File: config.mk
export PLATFORM = sky130hd
export DESIGN_NAME = key_conditioner
export DESIGN_NICKNAME = d
export VERILOG_FILES = /design/src/rtl/key_conditioner.sv
export SDC_FILE = /design/constraint.sdc
export NUM_CORES = 1
export LEC_CHECK = 0
export ABC_CLOCK_PERIOD_IN_PS = 2600
export BUFFER_PORTS_ARGS = -buffer_cell sky130_fd_sc_hd__clkbuf_2
export CORE_MARGIN = 3
export CORE_UTILIZATION = 60
export DETAILED_ROUTE_END_ITERATION = 8
export PLACE_DENSITY = 0.9
export SLEW_MARGIN = 5
export SYNTH_ARGS = -nofsm -noshare
export SYNTH_HDL_FRONTEND = slang
export SYNTH_SLANG_ARGS = --single-unit
File: constraint.sdc
create_clock -name clk -period 2.6 [get_ports clk]
set_input_delay 0.13 -clock clk [delete_from_list [all_inputs] [get_ports clk]]
set_output_delay 0.13 -clock clk [all_outputs]
set_load 0.05 [all_outputs]
File: src/rtl/key_conditioner.sv
// Per-key synchroniser, tick-based debouncer and press/release/hold pulse generator (hold detector built only with KEY_COND_HOLD_EN).
// Latency: 2 clk sync then DEBOUNCE_TICKS ticks, all outputs registered; no backpressure, paced purely by tick.
module key_conditioner #(
   parameter int N_KEYS         = 4,
   parameter int DEBOUNCE_TICKS = 20,
   parameter int HOLD_TICKS     = 1000,
   parameter int ACTIVE_LOW     = 1
) (
   input  logic              clk,
   input  logic              rst,
   input  logic              tick,
   input  logic [N_KEYS-1:0] key_raw,
   output logic [N_KEYS-1:0] key_level,
   output logic [N_KEYS-1:0] key_press,
   output logic [N_KEYS-1:0] key_release,
   output logic [N_KEYS-1:0] key_hold,
   output logic [N_KEYS-1:0] hold_pulse
);

   typedef enum logic [1:0] {
      UP           = 2'd0,
      PRESS_WAIT   = 2'd1,
      DOWN         = 2'd2,
      RELEASE_WAIT = 2'd3
   } state_t;

   localparam logic [15:0]       DEB_LIM   = 16'(DEBOUNCE_TICKS);
   localparam logic [15:0]       HOLD_LIM  = 16'(HOLD_TICKS);
   // Synchronisers idle at the "not pressed" level so reset never looks like a press.
   localparam logic [N_KEYS-1:0] SYNC_INIT = (ACTIVE_LOW != 0) ? {N_KEYS{1'b1}} : {N_KEYS{1'b0}};

   logic [N_KEYS-1:0] sync_q1;
   logic [N_KEYS-1:0] sync_q2;
   logic [N_KEYS-1:0] s;

   always_ff @(posedge clk or negedge rst) begin
      if (!rst) begin
         sync_q1 <= SYNC_INIT;
         sync_q2 <= SYNC_INIT;
      end else begin
         sync_q1 <= key_raw;
         sync_q2 <= sync_q1;
      end
   end

   assign s = (ACTIVE_LOW != 0) ? ~sync_q2 : sync_q2;

   for (genvar i = 0; i < N_KEYS; i++) begin : g_key
      state_t      state;
      state_t      state_nxt;
      logic [15:0] cnt;
      logic [15:0] cnt_nxt;
      logic        press_nxt;
      logic        release_nxt;
      logic        level_q;
      logic        press_q;
      logic        release_q;

      always_ff @(posedge clk or negedge rst) begin
         if (!rst) begin
            state     <= UP;
            cnt       <= 16'd0;
            level_q   <= 1'b0;
            press_q   <= 1'b0;
            release_q <= 1'b0;
         end else begin
            state     <= state_nxt;
            cnt       <= cnt_nxt;
            level_q   <= (state_nxt == DOWN) || (state_nxt == RELEASE_WAIT);
            press_q   <= press_nxt;
            release_q <= release_nxt;
         end
      end

      // A bounce takes priority over a coincident tick: the attempt restarts from zero.
      always_comb begin
         state_nxt   = state;
         cnt_nxt     = cnt;
         press_nxt   = 1'b0;
         release_nxt = 1'b0;
         case (state)
            UP: begin
               if (s[i]) begin
                  state_nxt = PRESS_WAIT;
                  cnt_nxt   = 16'd0;
               end
            end
            PRESS_WAIT: begin
               if (!s[i]) begin
                  state_nxt = UP;
                  cnt_nxt   = 16'd0;
               end else if (tick) begin
                  if (cnt + 16'd1 == DEB_LIM) begin
                     state_nxt = DOWN;
                     cnt_nxt   = 16'd0;
                     press_nxt = 1'b1;
                  end else begin
                     cnt_nxt = cnt + 16'd1;
                  end
               end
            end
            DOWN: begin
               if (!s[i]) begin
                  state_nxt = RELEASE_WAIT;
                  cnt_nxt   = 16'd0;
               end
            end
            RELEASE_WAIT: begin
               if (s[i]) begin
                  state_nxt = DOWN;
                  cnt_nxt   = 16'd0;
               end else if (tick) begin
                  if (cnt + 16'd1 == DEB_LIM) begin
                     state_nxt   = UP;
                     cnt_nxt     = 16'd0;
                     release_nxt = 1'b1;
                  end else begin
                     cnt_nxt = cnt + 16'd1;
                  end
               end
            end
            default: begin
               state_nxt = UP;
               cnt_nxt   = 16'd0;
            end
         endcase
      end

      assign key_level[i]   = level_q;
      assign key_press[i]   = press_q;
      assign key_release[i] = release_q;

`ifdef KEY_COND_HOLD_EN
      logic [15:0] hold_cnt;
      logic        hold_q;
      logic        hpulse_q;
      logic        held;

      assign held = (state == DOWN) || (state == RELEASE_WAIT);

      // Completing a release wins over a hold that would land on the same tick.
      always_ff @(posedge clk or negedge rst) begin
         if (!rst) begin
            hold_cnt <= 16'd0;
            hold_q   <= 1'b0;
            hpulse_q <= 1'b0;
         end else if (release_nxt) begin
            hold_cnt <= 16'd0;
            hold_q   <= 1'b0;
            hpulse_q <= 1'b0;
         end else begin
            hpulse_q <= 1'b0;
            if (held && tick && (hold_cnt != HOLD_LIM)) begin
               hold_cnt <= hold_cnt + 16'd1;
               if (hold_cnt + 16'd1 == HOLD_LIM) begin
                  hold_q   <= 1'b1;
                  hpulse_q <= 1'b1;
               end
            end
         end
      end

      assign key_hold[i]   = hold_q;
      assign hold_pulse[i] = hpulse_q;
`else
      assign key_hold[i]   = 1'b0;
      assign hold_pulse[i] = 1'b0;
`endif
   end

endmodule

* Yosys cells after proc, flatten, opt, wreduce, memory -nomap -nowiden
Cells that the tools add are included. W data, S select, Z words.
Word-level totals: latch bits 0, ROM bits 0, flip-flop bits (word level) 92, memories 0, logic and storage cells 159, output and inout bits 20, bits in writable memories 0, input port bits 7
Cells by class: equality and inequality tests 32, add/subtract/negate cells 4, divide/modulo/power cells 0, bitwise logic cells 1, reduce and logical (&&, ||, !) cells 12, $mul 0, muxes and demuxes 88, shift operators 0, $lt $le $gt $ge 0
Operators with widths (count):
- $mux W16 | 24
- $pmux W16 S4 | 4
- $add A16 B1 Y16 const B | 4
- $eq A16 B5 Y1 const B | 4
- $mux W2 | 32
- $eq A2 B2 Y1 const B | 16
- $pmux W2 S4 | 4
- $mux W1 | 24
- $ne A2 B2 Y1 const B | 8
- $eq A2 B1 Y1 const B | 4
- $logic_not A2 Y1 | 4
- $reduce_and A2 Y1 | 4
- $logic_or A1 B1 Y1 | 4
- $not A4 Y4 | 1

* Longest topological paths before layout
depth after elaboration 8, mapped depth 8, depth with buffers taken out 8

* Least setup slack after synthesis
No wires, ideal clock.
path type register to register, from reg g_key[0].cnt[0], to reg g_key[0].cnt[2], buffers on the path 0, slack 0.381 ns, library setup time 0.121 ns, clock period less this slack 2.219 ns, cell stages (with the launch flop) 9, data arrival time 2.098 ns, data required time 2.479 ns, path through dfrtp_1 ha_1 nand3_1 nor3_1 nand3_1 and3_1 o41a_1 a21o_1 a22o_1
On the way: cells in the longest elaborated chain, start to end 6, elaborated cells on any way between the ends 7, classes of those cells add/sub (1); eq/ne (1); mux (5)
Ends and longest elaborated chain:
- from (decl) | line 51 | logic [15:0] cnt;
- from (signal assigned) | line 68 | cnt <= cnt_nxt;
- $add A16 B1 Y16 (*)
- $eq A16 B5 Y1 | line 93, 113
- $mux W16 (*) | line 93, 113
- $mux W16 (*) | line 112 | end else if (tick) begin
- $mux W16, on equally long branches | line 109, 89
- $pmux W16 S4 (*) | line 81 | case (state)
Every way passes the cells marked *; elsewhere a longest branch is shown, timed or not. A chain may end at the register's enable or synchronous reset.

* Worst setup path after layout
from reg g_key[1].cnt[0], to reg g_key[1].cnt[14]
On the way: cells in the longest elaborated chain, start to end 6, elaborated cells on any way between the ends 7, classes of those cells add/sub (1); eq/ne (1); mux (5)
Ends and longest elaborated chain (line):
- from (decl) | 51
- from (signal assigned) | 68
- $add A16 B1 Y16 (*)
- $eq A16 B5 Y1 | 93, 113
- $mux W16 (*) | 93, 113
- $mux W16 (*) | 112
- $mux W16, on equally long branches | 109, 89
- $pmux W16 S4 (*) | 81
Marked as above.

==> flow_summary.json <==
{
  "reg2reg_to": "g_key[1].cnt[14]",
  "fin_skew_ps": 8.53,
  "diodes": 0,
  "avgSynthCellArea_um2": 8.79,
  "yosys-top-cells-area": "dfrtp_1, o21ai_0, nand2_1",
  "synth_fa_ha_area_frac": 0.00949,
  "post-place-ws_ps": 158,
  "ys_warn_count": 0,
  "grt_pass1_wl_um": 19600,
  "reg2reg_slack_ps": 200,
  "r2r_cells": 8,
  "cp.arrival_ps": 2630,
  "dr.first_iter.drc_count": 420,
  "async_reset_ff_frac": 1.00,
  "status": "complete, no violations",
  "p_leak_nw": 2.33,
  "die_w_um": 99.8,
  "setup-violations-final": 0,
  "finalNetCount": 608,
  "rows": 33,
  "post-cts-setup-buffers": 0,
  "cts_buffer_depth": 2,
  "worstPathRequired_ps": 2830,
  "grt_pass1_vias": 4290,
  "die_area_mm2": 0.00995,
  "crit_type": "reg -> reg",
  "grtUsageTotal": 0.238,
  "end_kind": "flop",
  "hold_depth": 3,
  "syn_to_final_growth_pct": 5.86,
  "critPathLaunchType": "flop",
  "yosysSeqAreaShare": 0.438,
  "setup_ws_ps": 204,
  "yosysTopAreaCell": "dfrtp_1",
  "worstSetupStartpoint": "g_key[1].cnt[0]",
  "netlist_instances": 600,
  "fin_setup_tns_ps": 0,
  "clock_latency_ps": 360,
  "finalWeightedCongestion": 0.922,
  "maxSlewHeadroom": 0.531,
  "ir_worst_vdd_mv": 0.401,
  "hold_end": "g_key[1].cnt[7]",
  "syn_area_mm2": 0.00528,
  "ios": 27,
  "crit_fanout": 6,
  "fin_crit_sh": 0.922,
  "root_buffer": "clkbuf_8",
  "synth-compound-area-share": 0.195,
  "core_region_area_mm2": 0.00838,
  "fin_cells": 707,
  "via_per_inst": 6.60,
  "hold_viol": 0,
  "drive_above_1_share": 0.106,
  "h-tree-depth": 3,
  "drcViolationCount": 0,
  "synth_top_family_by_area": "simple AND/OR/NAND/NOR gates",
  "worstReg2RegStart": "g_key[1].cnt[0]",
  "fin_util": 0.666,
  "drt_pass1_iterations": 6,
  "period_needed_ps": 2400,
  "drv_slew": 0,
  "path_cells": "ha_1 > nand3_1 > nor2_1 > inv_1 > or4_1 > nor2b_1 > o21ai_0 > o31ai_1",
  "synth_commonest_cells": "dfrtp_1, o21ai_0, nand2_1",
  "routed_wl_um": 11600,
  "synth_top_area_frac": 0.398,
  "cts_tree": "done",
  "fillers": 645,
  "synth_simple_gate_area_frac": 0.252,
  "cts.sinks": 92,
  "synth_xor_xnor_area_share": 0.0299,
  "worst_pin_slew_ps": 703,
  "start_util": 0.629,
  "rsz0062_at_grt": "no",
  "cts_inserted_buffers": 9,
  "finalPower_mw": 2.66,
  "clock.fmax_ghz": 0.417,
  "die_h_um": 99.8,
  "wl_per_cell_um": 16.4,
  "hpwl_um": 7850,
  "ys_ff_latch": 92,
  "muxShareOfSynthArea": 0.0152,
  "critPathMaxStageDelay_ps": 540,
  "post-place-cells": 686,
  "grt_overflow": 0,
  "cp_slowest_cell": "or4_1",
  "grt_max_degree": 57,
  "final_antenna_net_count": 0,
  "yosysUniqueCellTypes": 57,
  "min_from": "tick",
  "powerDensity_mw_per_mm2": 476,
  "antenna_found_initial": 0,
  "via_count": 4664,
  "synth.most_common_cell": "dfrtp_1",
  "synth_flop_cell": "dfrtp_1",
  "path_clk_slew_ps": 90,
  "io_buffers": 18,
  "synth_edf_count": 0,
  "hold_class": "in -> reg",
  "drv_cap": 0
}
what timing repair did:
action / CTS / global route
endpoints found under the setup margin: 0 / 7
hold buffers: 5 / 0
gates resized for setup: 0 / 4
endpoints found under the hold margin: 53 / 0
kinds of logic (layout without fill, tap and decap cells):
logic type / count (synthesis) / after routing
buffers and inverters: 61 / 56
AND/OR/NAND/NOR: 253 / 253
AO/OA/AOI/OAI: 163 / 163
other: 1 / 8
multiplexers: 8 / 8
flip-flops: 92 / 92
adder cells (fa/ha/maj): 4 / 4
XOR/XNOR: 18 / 18
worst max path at each step:
| stage | to | cells past startpoint |
|---|---|---|
| floorplan | g_key[0].cnt[2] | 8 |
| global placement | g_key[0].cnt[2] | 8 |
| detailed placement | g_key[0].cnt[2] | 8 |
| CTS | g_key[0].cnt[2] | 8 |
| global route | g_key[1].cnt[14] | 8 |
| finish | g_key[1].cnt[14] | 8 |
state kept, by name, summed over array words and instances (netlist names):
name             flops
sync_q1              4
g_key.cnt           64
g_key.level_q        4
sync_q2              4
g_key.release_q      4
g_key.state          8
g_key.press_q        4
critical path, delay by kind of cell, from the launching register on:
family,cells,cell delay (ps)
AO/OA/AOI/OAI,2,260
flip-flops,1,450
AND/OR/NAND/NOR,4,1180
adder cells (fa/ha/maj),1,240
buffers and inverters,1,140
power breakdown:
group          internal (mW)  switching (mW)
Sequential              1.45          0.0190
Combinational         0.0451           0.134
Clock                  0.462           0.546
Total                   1.96           0.699
metrics by stage:
stage | cell area, µm² | hold slack (ps)
floorplan | 5300 | -166
CTS | 5560 | 285
global placement | 5310 | 212
global route | 5580 | 328
detailed placement | 5310 | 219
finish | 5580 | 302
cell type report:
cell class / instances / area [µm²] / share of cell area
clock buffers: 9 / 124 / 0.0222
clock inverters: 7 / 81.3 / 0.0146
inverters: 11 / 41.3 / 0.00739
multi-input cells: 454 / 2690 / 0.482
flip-flops and latches: 92 / 2310 / 0.414
well taps: 105 / 131 / 0.0235
repair buffers: 29 / 200 / 0.0359
cell usage in the layout, fill, tap and decap left out, types with 6 or more instances in the layout:
master / n
nor4_1: 8
dfrtp_1: 84
o31ai_1: 16
inv_1: 11
a31oi_1: 20
mux2i_1: 8
nor2_1: 53
xnor2_1: 14
nand3_1: 35
a22o_1: 6
and3_1: 10
nand2_1: 63
clkbuf_2: 17
buf_4: 6
o21ai_0: 67
nor3_1: 16
nand4_1: 22
conb_1: 8
a21oi_1: 22
clkbuf_8: 9
and2_1: 9
dfstp_2: 8
o41ai_1: 7
metal layers:
| layer | vias up | global-route usage | wire length [µm] |
|---|---|---|---|
| li1 | 2187 | - | - |
| met1 | 2244 | 0.313 | 4880 |
| met2 | 211 | 0.396 | 5770 |
| met3 | 22 | 0.0351 | 761 |
| met4 | 0 | 0.0977 | 181 |
| met5 | - | 0 | 0 |
No activity file was read; power rests on OpenSTA's default activity.
